## src/rtl/bus_pkg.sv

```systemverilog
// Shared types and codes for the bus arbiter and its round-robin picker.
// Latency: none (declarations only).
// Backpressure: none (declarations only).
package bus_pkg;

  typedef enum logic [1:0] {
    IDLE = 2'd0,
    BUS  = 2'd1,
    DONE = 2'd2
  } state_t;

  // Requester -> arbiter and arbiter -> target send codes
  localparam logic [1:0] SEND_IDLE = 2'b00;
  localparam logic [1:0] SEND_REQ  = 2'b01;

  // Completion codes returned to requesters
  localparam logic [1:0] ACK_NONE = 2'b00;
  localparam logic [1:0] ACK_OK   = 2'b01;
  localparam logic [1:0] ACK_ERR  = 2'b10;

  localparam int DEF_DATA_W  = 16;
  localparam int DEF_TIMEOUT = 15;

endpackage

```

## src/rtl/rr_picker.sv

```systemverilog
// Round-robin one-hot picker: first requester strictly above last_owner, wrapping.
// Latency: combinational, zero cycles.
// Backpressure: none; pick is valid whenever any request bit is set.
module rr_picker #(
  parameter int N_REQ = 4
) (
  input  logic [N_REQ-1:0] req,
  input  logic [N_REQ-1:0] last_owner,  // one-hot
  output logic [N_REQ-1:0] pick,        // one-hot
  output logic             vld
);

  logic [N_REQ-1:0] above;
  logic [N_REQ-1:0] req_hi;

  // Bits strictly above the one-hot last owner get first look; if none of
  // them request, wrap around and take the lowest requesting bit overall.
  assign above  = ~(last_owner | (last_owner - N_REQ'(1)));
  assign req_hi = req & above;
  assign pick   = (req_hi != '0) ? (req_hi & (~req_hi + N_REQ'(1)))
                                 : (req & (~req + N_REQ'(1)));
  assign vld    = |req;

endmodule

```

## src/rtl/bus_arbiter.sv

```systemverilog
// Round-robin arbiter granting N_REQ requesters one shared target bus.
// Latency: request to bus_send/grant 1 cycle; min 1 idle cycle between transactions.
// Backpressure: holds bus_send until bus_ack or TIMEOUT; holds req_ack until owner drops req_send.
module bus_arbiter
  import bus_pkg::*;
#(
  parameter int N_REQ   = 4,
  parameter int DATA_W  = DEF_DATA_W,
  parameter int TIMEOUT = DEF_TIMEOUT
) (
  input  logic                    clk,
  input  logic                    rst,
  input  logic [2*N_REQ-1:0]      req_send,
  input  logic [DATA_W*N_REQ-1:0] req_dado,
  output logic [2*N_REQ-1:0]      req_ack,
  output logic [N_REQ-1:0]        grant,
  output logic [1:0]              bus_send,
  output logic [DATA_W-1:0]       bus_dado,
  input  logic [1:0]              bus_ack,
  output logic                    busy
);

  // Requester 0 has first priority out of reset
  localparam logic [N_REQ-1:0] LAST_RST = N_REQ'(1) << (N_REQ - 1);

  state_t              state, state_nxt;
  logic [N_REQ-1:0]    grant_nxt;
  logic [2*N_REQ-1:0]  req_ack_nxt;
  logic [1:0]          bus_send_nxt;
  logic [DATA_W-1:0]   bus_dado_nxt;
  logic                busy_nxt;
  logic [7:0]          wait_cnt, wait_cnt_nxt, wait_cnt_inc;
  logic [N_REQ-1:0]    last_owner, last_owner_nxt;

  logic [N_REQ-1:0]    req_vec;
  logic [N_REQ-1:0]    pick;
  logic                pick_vld;
  logic [DATA_W-1:0]   pick_dat;
  logic                owner_req;
  logic [1:0]          bus_status;
  logic [2*N_REQ-1:0]  ack_spread;

  rr_picker #(
    .N_REQ (N_REQ)
  ) u_picker (
    .req        (req_vec),
    .last_owner (last_owner),
    .pick       (pick),
    .vld        (pick_vld)
  );

  // Decode send codes, mux the picked word, and route status to the owner slice
  always_comb begin
    req_vec    = '0;
    pick_dat   = '0;
    ack_spread = '0;
    bus_status = (bus_ack == ACK_OK) ? ACK_OK : ACK_ERR;
    for (int i = 0; i < N_REQ; i++) begin
      req_vec[i] = (req_send[2*i +: 2] == SEND_REQ);
      if (pick[i]) pick_dat = pick_dat | req_dado[DATA_W*i +: DATA_W];
      if (grant[i]) ack_spread[2*i +: 2] = bus_status;
    end
  end

  assign owner_req    = |(grant & req_vec);
  assign wait_cnt_inc = wait_cnt + 8'd1;

  // Next-state and next-output logic; every output is registered below
  always_comb begin
    state_nxt      = state;
    grant_nxt      = grant;
    req_ack_nxt    = req_ack;
    bus_send_nxt   = bus_send;
    bus_dado_nxt   = bus_dado;
    busy_nxt       = busy;
    wait_cnt_nxt   = wait_cnt;
    last_owner_nxt = last_owner;
    case (state)
      IDLE: begin
        if (pick_vld) begin
          state_nxt    = BUS;
          grant_nxt    = pick;
          bus_dado_nxt = pick_dat;
          bus_send_nxt = SEND_REQ;
          wait_cnt_nxt = '0;
          busy_nxt     = 1'b1;
        end
      end
      BUS: begin
        // A silent target counts as an error once TIMEOUT idle cycles pass
        if ((bus_ack != ACK_NONE) || (wait_cnt_inc == 8'(TIMEOUT))) begin
          state_nxt    = DONE;
          bus_send_nxt = SEND_IDLE;
          req_ack_nxt  = ack_spread;
        end else begin
          wait_cnt_nxt = wait_cnt_inc;
        end
      end
      DONE: begin
        // Completion is held until the owner withdraws its request
        if (!owner_req) begin
          state_nxt      = IDLE;
          grant_nxt      = '0;
          req_ack_nxt    = '0;
          last_owner_nxt = grant;
          busy_nxt       = 1'b0;
        end
      end
      default: begin
        state_nxt    = IDLE;
        grant_nxt    = '0;
        req_ack_nxt  = '0;
        bus_send_nxt = SEND_IDLE;
        busy_nxt     = 1'b0;
      end
    endcase
  end

  // State and output registers; reset abandons any transaction in flight
  always_ff @(posedge clk or negedge rst) begin
    if (!rst) begin
      state      <= IDLE;
      grant      <= '0;
      req_ack    <= '0;
      bus_send   <= SEND_IDLE;
      bus_dado   <= '0;
      busy       <= 1'b0;
      wait_cnt   <= '0;
      last_owner <= LAST_RST;
    end else begin
      state      <= state_nxt;
      grant      <= grant_nxt;
      req_ack    <= req_ack_nxt;
      bus_send   <= bus_send_nxt;
      bus_dado   <= bus_dado_nxt;
      busy       <= busy_nxt;
      wait_cnt   <= wait_cnt_nxt;
      last_owner <= last_owner_nxt;
    end
  end

endmodule

```

## config.mk

```make
export PLATFORM = sky130hd
export DESIGN_NAME = bus_arbiter
export DESIGN_NICKNAME = d
export VERILOG_FILES = /design/src/rtl/bus_pkg.sv /design/src/rtl/rr_picker.sv /design/src/rtl/bus_arbiter.sv
export SDC_FILE = /design/constraint.sdc
export NUM_CORES = 1
export LEC_CHECK = 0
export CORE_MARGIN = 3
export CORE_UTILIZATION = 45
export DETAILED_ROUTE_END_ITERATION = 12
export GPL_TIMING_DRIVEN = 1
export HOLD_SLACK_MARGIN = 0.08
export PLACE_DENSITY = 0.94
export SYNTH_ARGS = -nofsm -noshare
export SYNTH_HDL_FRONTEND = slang
export SYNTH_HIERARCHICAL = 1
export SYNTH_SLANG_ARGS = --single-unit
```

## constraint.sdc

```tcl
create_clock -name clk -period 4.2 [get_ports clk]
set_input_delay 1.05 -clock clk [delete_from_list [all_inputs] [get_ports clk]]
set_output_delay 1.05 -clock clk [all_outputs]
set_load 0.005 [all_outputs]
```

=== Word level (Yosys, flattened, before mapping) ===
Cells that the tools add are included.

* Flip-flop bits (word level): 45
* Bits of input ports: 76
* Output and inout port bits: 31
* Logic and storage cells: 81

* Add/subtract/negate cells: 4
* Eq/ne operators: 12
* Muxes and demuxes: 28
* Bitwise gates (word level): 15
* Reductions and logical operators: 14

{| class="wikitable"
|+ Operators with widths
! operator !! count
|-
| 2-to-1 mux 16 bit || 4
|-
| bitwise OR 16 bit || 3
|-
| 2-to-1 mux 8 bit || 4
|-
| case mux 8 bit (3 select lines) || 1
|-
| 2-to-1 mux 2 bit || 9
|-
| AND 4 bit || 4
|-
| case mux 8 bit (2 select lines) || 1
|-
| AND reduction 3 bit || 5
|-
| equality test 2 x 1 -> 1 bit (second input constant) || 6
|-
| 2-to-1 mux 4 bit || 3
|-
| NOT 4 bit || 3
|-
| case mux 2 bit (3 select lines) || 2
|-
| case mux 4 bit (3 select lines) || 1
|-
| adder 4 x 1 -> 4 bit (second input constant) || 2
|-
| adder 8 x 1 -> 8 bit (second input constant) || 1
|-
| equality test 8 x 4 -> 1 bit (second input constant) || 1
|-
| inequality test 2 bit (second input constant) || 4
|-
| OR reduction 4 bit || 2
|-
| NOT 1 bit || 4
|-
| bitwise OR 4 bit || 1
|-
| AND reduction 2 bit || 2
|-
| nonzero test 2 bit || 2
|-
| nonzero test 4 bit || 1
|-
| subtractor 4 x 1 -> 4 bit (second input constant) || 1
|-
| other kinds (5) || 6
|}

=== Logic depth before layout (Yosys ltp) ===
* Depth after elaboration: 15
* Gate-level depth with buffers: 9
* Mapped depth without buffers: 8

=== By module ===
The synthesis kept the hierarchy.

{| class="wikitable"
|+ Modules (own cells, without submodules)
! module !! instances !! cells each !! area an instance (um^2) !! seq. area each (um^2)
|-
| bus_arbiter || 1 || 216 || 2283.4 || 1102.3
|-
| rr_picker || 1 || 17 || 120.1 || 0.0
|}

=== Worst setup path after synthesis ===
Ideal clock, no wire load.

* Kind: in2reg
* Start: in req_send[0]
* End: reg bus_dado[14]
* Library setup time: 0.082 ns
* Arrival time: 2.530 ns
* Data required time: 4.118 ns
* Path slack: 1.588 ns
* Cell stages on the path: 9
* Buffers on the path: 2
* Cells stage by stage: nor2b_1 nor3_1 nand2b_1 nor2b_1 nor2b_1 clkbuf_1 clkbuf_1 nor2_1 a31oi_1

* Elaborated cells between the ends (all ways): 19
* Those cells by class: 2 x add/sub; 1 x eq/ne; 5 x mux; 8 x bitwise; 3 x reduce/logical

{| class="wikitable"
|+ RTL lines
! what !! RTL line !! source
|-
| start, declared || bus_arbiter.sv:13 || <nowiki>input logic [2*N_REQ-1:0] req_send,</nowiki>
|-
| equality test 2 x 1 -> 1 bit || bus_arbiter.sv:59 || <nowiki>req_vec[i] = (req_send[2*i +: 2] == SEND_REQ);</nowiki>
|-
| OR reduction 4 bit || rr_picker.sv:22 || <nowiki>assign vld = |req;</nowiki>
|-
| net pick_vld || bus_arbiter.sv:37 || <nowiki>logic pick_vld;</nowiki>
|-
| AND reduction 2 bit (no line) || -- ||
|-
| end signal, assigned || bus_arbiter.sv:135 || <nowiki>bus_dado <= bus_dado_nxt;</nowiki>
|-
| end, declared || bus_arbiter.sv:18 || <nowiki>output logic [DATA_W-1:0] bus_dado,</nowiki>
|}

The timed path passes the listed nets, and every way through them passes these cells.
A chain may end at the register's enable or synchronous reset.

=== Final worst setup path ===
* Start: in req_send[3]
* End: reg last_owner[0]

* Word-level cells in the longest chain between the ends: 5

{| class="wikitable"
|+ Ends and longest elaborated chain
! what !! RTL line !! source
|-
| equality test 2 x 1 -> 1 bit || bus_arbiter.sv:59 ||
|-
| AND 4 bit || bus_arbiter.sv:65 || <nowiki>assign owner_req = |(grant & req_vec);</nowiki>
|-
| OR reduction 4 bit || bus_arbiter.sv:65 ||
|-
| NOT 1 bit (no line) || -- ||
|-
| AND reduction 2 bit (no line) || -- ||
|-
| end signal, assigned || bus_arbiter.sv:138 || <nowiki>last_owner <= last_owner_nxt;</nowiki>
|-
| end, declared || bus_arbiter.sv:33 || <nowiki>logic [N_REQ-1:0] last_owner, last_owner_nxt;</nowiki>
|}

No other way between the ends.

==> run metrics <==
wire length of the first global-routing pass=11000 µm; Final period util=69.6%; synthesized net count=311; clk_skew=4.41 ps; row cnt=25; total half-perimeter wirelength after legalization and detailed placement=5150 µm; maximum resistive drop on vdd=0.233 mV; count of buffers from port buffering=105; Mean Syn Cell Area=10.3 µm²; share of the synthesized area in the top cell type=44.8%; Hold Path End=busy; CTS sink count=44; instance count along the most critical hold path=2; fraction of power consumed by the clock network=15.8%; source of the worst hold timing path=busy; die area=6250 µm²; Yosys warnings=6; largest net degree at the start of global routing=45; setup TNS=0 ps; count of unresolved DRC violations after routing=0; initial core utilization=48.6%; Post-Synthesis Cell Area=2400 µm²; top_reg_cell synth=dfrtp_1; width of the die=79.1 µm; number of slew-limit violations in the final report=0; reg-to-reg critical path endpoint=req_ack[5]; number of antenna violations at the first check in global routing=0; post-CTS setup-driven buffer insertion count=0; run status=finished, final reports clean; critical path peak fanout=4; list of most frequent post-synthesis cells=dfrtp_1 (43), a22oi_1 (32), nor2_1 (19); Fillers=382; register-to-register setup slack=1920 ps; power density of the placed cells=481 nW/µm²; DR vias=2357; number of antenna cells inserted=0; core region area=4940 µm²; Pint=1.12 mW; first-iteration detailed-routing DRC count=165; synth-to-layout area growth=49.2%; final routed wire length divided by cell count=17.7 µm; final wirelength=7080 µm; total I/O pin count=107; clock slew at reported path FFs=80 ps; first-pass iteration count of the detailed router=4; Setup CP Type=in -> reg; buffer depth of the longest clock path=2; FF-to-FF path depth=6; post-synthesis cell type with the largest combined area=dfrtp_1; count of different cell masters after synthesis=53; Worst setup EP type=register; number of H-tree branching levels=2; final setup vio count=0; clock latency reported for the late side of the worst-skew pair=290 ps; # resized after CTS=0; worst reg2reg path startpoint=wait_cnt[0]; Seq. cell area=1100 µm²; setup repair after global routing missed its margin=false; total leakage power=1.45 nW; overall overflow remaining after global route=0; shortest period the worst path allows=2920 ps; clock root buffer=clkbuf_8; cts-stage hold buffer count=0; drt via density=5.88; sort of element at the start of the critical path=primary input; slew at the pin with the worst max-slew slack=983 ps; proportion of synthesized flip-flops having asynchronous set or reset=100%; number of enable flip-flop cells after synthesis=0; number of buffers added by the clock tree synthesis step=5; vias in the first global route=2359; WHS=491 ps; worst hold path class=reg -> reg; Routability Congestion=0.828; Switching Share=34.9%; logic gate share of total power=44.4%; most used standard cell by instance count after synthesis=dfrtp_1; final hold violations=0; critical path arrival=3100 ps; switching pwr=601 µW; fmax=342 MHz; top cells by area in the synthesized netlist=dfrtp_1 (45%), a22oi_1 (10%), a31oi_1 (4.4%); worst slew margin relative to its limit=34.5%; required time of the critical path=4380 ps; max-cap violations=0; total of flip-flops plus latches after synthesis=44; share of the yosys chip area belonging to registers=45.9%; clock tree from TritonCTS=yes; area used by multi-input combinational logic=1220 µm²; Detail Route Antenna Nets=0; number of cells produced by synthesis=233; Die Y-Extent=79.1 µm; sequential fraction of design power=39.8%; share of cells above drive strength 1=9.58%; overall power after layout=1.72 mW; Layout Nets=411; aggregate global-route resource usage=22.3%
==> cells by family (layout without fill, tap and decap cells) <==
group                      Yosys count  in the layout  share of synthesized area [%]
and+or+nand+nor                     65             65                           15.0
muxes                                7              7                           3.12
adders and majority gates            2              2                           1.04
xor gates and xnor gates             2              2                          0.729
DFF                                 44             44                           45.9
AOI/OAI and AO/OA                   90             90                           30.5
buffers and inverters               22            123                           3.59
other                                1              1                          0.156
==> power groups by stage <==
stage / combinational (mW) / clock (mW) / sequential [mW]
after global routing: 0.826 / 0.298 / 0.707
after CTS: 0.770 / 0.279 / 0.685
after floorplan: 0.365 / 0 / 0.676
after detailed placement: 0.763 / 0 / 0.692
final: 0.765 / 0.273 / 0.687
after global placement: 0.749 / 0 / 0.683
==> cell type report <==
cell class / count / area share, %
Multi-Input combinational cell: 167 / 33.9
Sequential cell: 44 / 30.7
Timing Repair Buffer: 107 / 29.6
Tap cell: 67 / 2.34
Clock buffer: 6 / 2.30
Inverter: 8 / 0.837
Clock inverter: 2 / 0.279
==> worst max-delay path: stages <==
cell and delay, ps:
clkdlybuf4s50_1 470, and3b_1 180, a2111oi_1 690, and3b_1 360, mux2_2 350
==> cells in the final DEF (no fill, tap or decap), drive strengths merged, types with 6 or more instances in the layout <==
cell type and count:
inv 8, nor2 19, clkdlybuf4s50 104, nor2b 8, a31oi 17, nand2 9, clkbuf 6, a32o 6
a22oi 33, a22o 8, dfrtp 43
==> how the worst max path moves through the flow <==
stage,slack [ps],end,start,cells past startpoint
2_1_floorplan,1590,bus_dado[14],req_send[0],9
3_3_place_gp,1030,last_owner[0],req_send[3],5
3_5_place_dp,970,last_owner[0],req_send[3],5
4_1_cts,1290,last_owner[0],req_send[3],5
5_1_grt,1140,bus_dado[13],req_send[0],9
6_report,1280,last_owner[0],req_send[3],5
==> metal layers <==
layer	global-route usage, %	part of all wire (%)	vias up
li1	-	-	1091
met1	26.2	39	1144
met2	39.3	52	107
met3	5.67	7.1	15
met4	8.08	1.9	0
met5	0	0	-
==> flip-flops by register name (all words and copies together) (netlist names) <==
name / cells
last_owner: 4
bus_dado: 16
grant: 4
busy: 1
state: 2
req_ack: 8
wait_cnt: 8
bus_send: 1
==> stage by stage <==
stage	cells	utilization [%]	setup WS [ps]	instance area (µm²)
after floorplan	233	-	1590	2400
after global placement	393	70.7	1030	3490
after detailed placement	393	70.7	971	3490
after CTS	401	72.6	1290	3590
after global routing	401	72.6	1140	3590
final	401	72.6	1280	3590
Power figures use the tool's default switching activity.
==> edit (config.mk and constraints unchanged) <==
The package constant `DEF_DATA_W` goes from 16 to 32.
--- a/src/rtl/bus_pkg.sv
+++ b/src/rtl/bus_pkg.sv
@@ -20,3 +20,3 @@
 
-  localparam int DEF_DATA_W  = 16;
+  localparam int DEF_DATA_W  = 32;
   localparam int DEF_TIMEOUT = 15;
Ports: changed (resized bus_dado and req_dado); port bits go from 107 to 187. No check against the original RTL was run, so the function may have changed too.
==> edit against the original RTL <==
Clock skew up 0.0055 ns. Setup slack worse by 0.43 ns. Cell area up 51%. Critical path depth up 3. Via count up 53%. Synthesized area up 36%. Count of clock-buffer cells in the layout up 5. Power up 64%. Wire length up 68%. First-iteration DRC count up 38%. Global-route usage up 6.2 points. Sequential cell count up 16. Critical endpoint is now bus_dado[27]$_DFFE_PN0P_. Largest cell class is now buffers. Largest power group unchanged.
==> edit: results (changes against the original RTL) <==
[grt]
grt_pass1_wl_um=18700  ; was 11,000 um
grt_max_degree=45  ; unchanged
grt_use_total_pct=28.6  ; was 22.3%
grt_antenna_before_repair=0  ; unchanged
grtUsageMet1_pct=34.2  ; was 26.2%
grtUsageMet2_pct=49.0  ; was 39.3%
grt_pass1_vias=3712  ; was 2,359
grt_util_met3_pct=8.12  ; was 5.67%

[logic_synthesis]
muxShareOfSynthArea_pct=2.30  ; was 3.12%
synthTopCellsByCount=a22oi_1 (64), dfrtp_1 (59), nor2_1 (35)  ; was dfrtp_1 (43), a22oi_1 (32), nor2_1 (19)
netlist_instances=325  ; was 233
yosysSeqAreaShare_pct=46.0  ; was 45.9%
async_flop_share_pct=100  ; unchanged
synthTopCellsByArea=dfrtp_1 (45%), a22oi_1 (15%), a31oi_1 (6.3%)  ; was dfrtp_1 (45%), a22oi_1 (10%), a31oi_1 (4.4%)
synth-xor-area-share_pct=0.536  ; was 0.729%
synth.distinct_cells=52  ; was 53
synth_compound_area_share_pct=33.5  ; was 30.5%
synth-adder-area-share_pct=0.766  ; was 1.04%
syn-num-nets=467  ; was 311
synth_top_area_share_pct=45.2  ; was 44.8%

[worst_setup_path]
critical_path.max_stage_delay_ns=1.00  ; was 0.69 ns
slowest_stage=and3_1  ; was a2111oi_1
path_max_fanout=30  ; was 4
crit_arrival_ns=3.61  ; was 3.10 ns
cp_common_cell=nor2b_1  ; was and3b_1

[cells_and_area]
design_area_um2=5410  ; was 3590 um^2
nets=644  ; was 411
drive_above_1_share_pct=8.88  ; was 9.58%
reg.largest.list=bus_dado (32), req_ack (8), wait_cnt (8)  ; was bus_dado (16), req_ack (8), wait_cnt (8)
antennaDiodeCount=0  ; unchanged
fillers=471  ; was 382

[clock_tree]
cts.clk_slew.worst_paths_ns=0.08  ; about the same
root_buffer=clkbuf_8  ; unchanged
post_cts_buffers=0  ; unchanged
clock_path_buffers=2  ; unchanged
htreeDepth=3  ; was 2
insertion_delay_ns=0.33  ; was 0.29 ns
cts_buffers=9  ; was 5

[pwr]
switchingPower_w=0.000969  ; was 0.000601 W
peakVddDrop_uv=256  ; was 233 uV
p_leak_nw=2.13  ; was 1.45 nW

[detailed_routing]
vias_per_cell=5.96  ; was 5.88
m1WireLength_um=4540  ; was 2770 um
wl_met3_um=915  ; was 502 um
wire_per_inst_um=19.7  ; was 17.7 um
wl_met2_um=6120  ; was 3680 um
routed_wl_um=11900  ; was 7080 um
first_iter_violations=227  ; was 165
drt-pass1-iter-count=5  ; was 4

[placed_design]
place.gp.congestion=0.986  ; was 0.828
place_inst=587  ; was 393
port_buffers=185  ; was 105
post-place-ws_ns=0.600  ; was 0.971 ns
post_dp_cell_area_um2=5200  ; was 3490 um^2
hpwl_um=8910  ; was 5150 um

[timing]
worst_pin_slew_ns=1.21  ; was 0.983 ns
fin_worst_skew_ns=0.00995  ; was 0.00441 ns

[status]
status=finished, final reports clean  ; unchanged

[worst_hold_path]
hp-class=flop to flop  ; unchanged

edit: cell types whose count changed in the layout (fill, tap and decap cells not counted), moves of 4 or more:
cell and change:
clkdlybuf4s50_1 +80, a22oi_1 +32, a31oi_1 +16, dfrtp_1 +16, nor2_1 +16, buf_4 +5
clkbuf_8 +4
edit: final cells by class:
class	count	share of cell area (%)
Clock buffer	11	2.61
Sequential cell	60	27.8
Multi-Input combinational cell	231	30.4
Inverter	8	0.555
Clock inverter	5	1.39
Timing Repair Buffer	192	35.1
Tap cell	96	2.22
edit: power by group through the flow:
stage	Combinational, W	Sequential, W	Clock (W)
finish	0.00126	0.000978	0.000577
global route	0.00138	0.00101	0.000612
CTS	0.00127	0.000978	0.000581
detailed placement	0.00126	0.000986	0
global placement	0.00122	0.000974	0
floorplan	0.000547	0.000962	0
edit: final timing paths:
| path | startpoint | to | slack [ns] | cells past startpoint |
|---|---|---|---|---|
| setup / recovery | req_send[4] | bus_dado[27]$_DFFE_PN0P_ | 0.85 | 8 |
| hold / removal | busy$_DFFE_PN0P_ | busy$_DFFE_PN0P_ | 0.48 | 2 |
| setup reg to reg | last_owner[1]$_DFFE_PN0P_ | bus_dado[27]$_DFFE_PN0P_ | 1.68 | 5 |
| hold reg to reg | busy$_DFFE_PN0P_ | busy$_DFFE_PN0P_ | 0.48 | 2 |
| max in group asynchronous | rst | req_ack[6]$_DFFE_PN0P_ | 2.54 | 2 |
| min in group asynchronous | rst | req_ack[1]$_DFFE_PN0P_ | 0.83 | 1 |
edit: critical path: cells and delay by family:
family,cells,cell delay [ns]
AOI/OAI and AO/OA,3,0.47
buffers and inverters,2,0.70
and+or+nand+nor,3,1.36
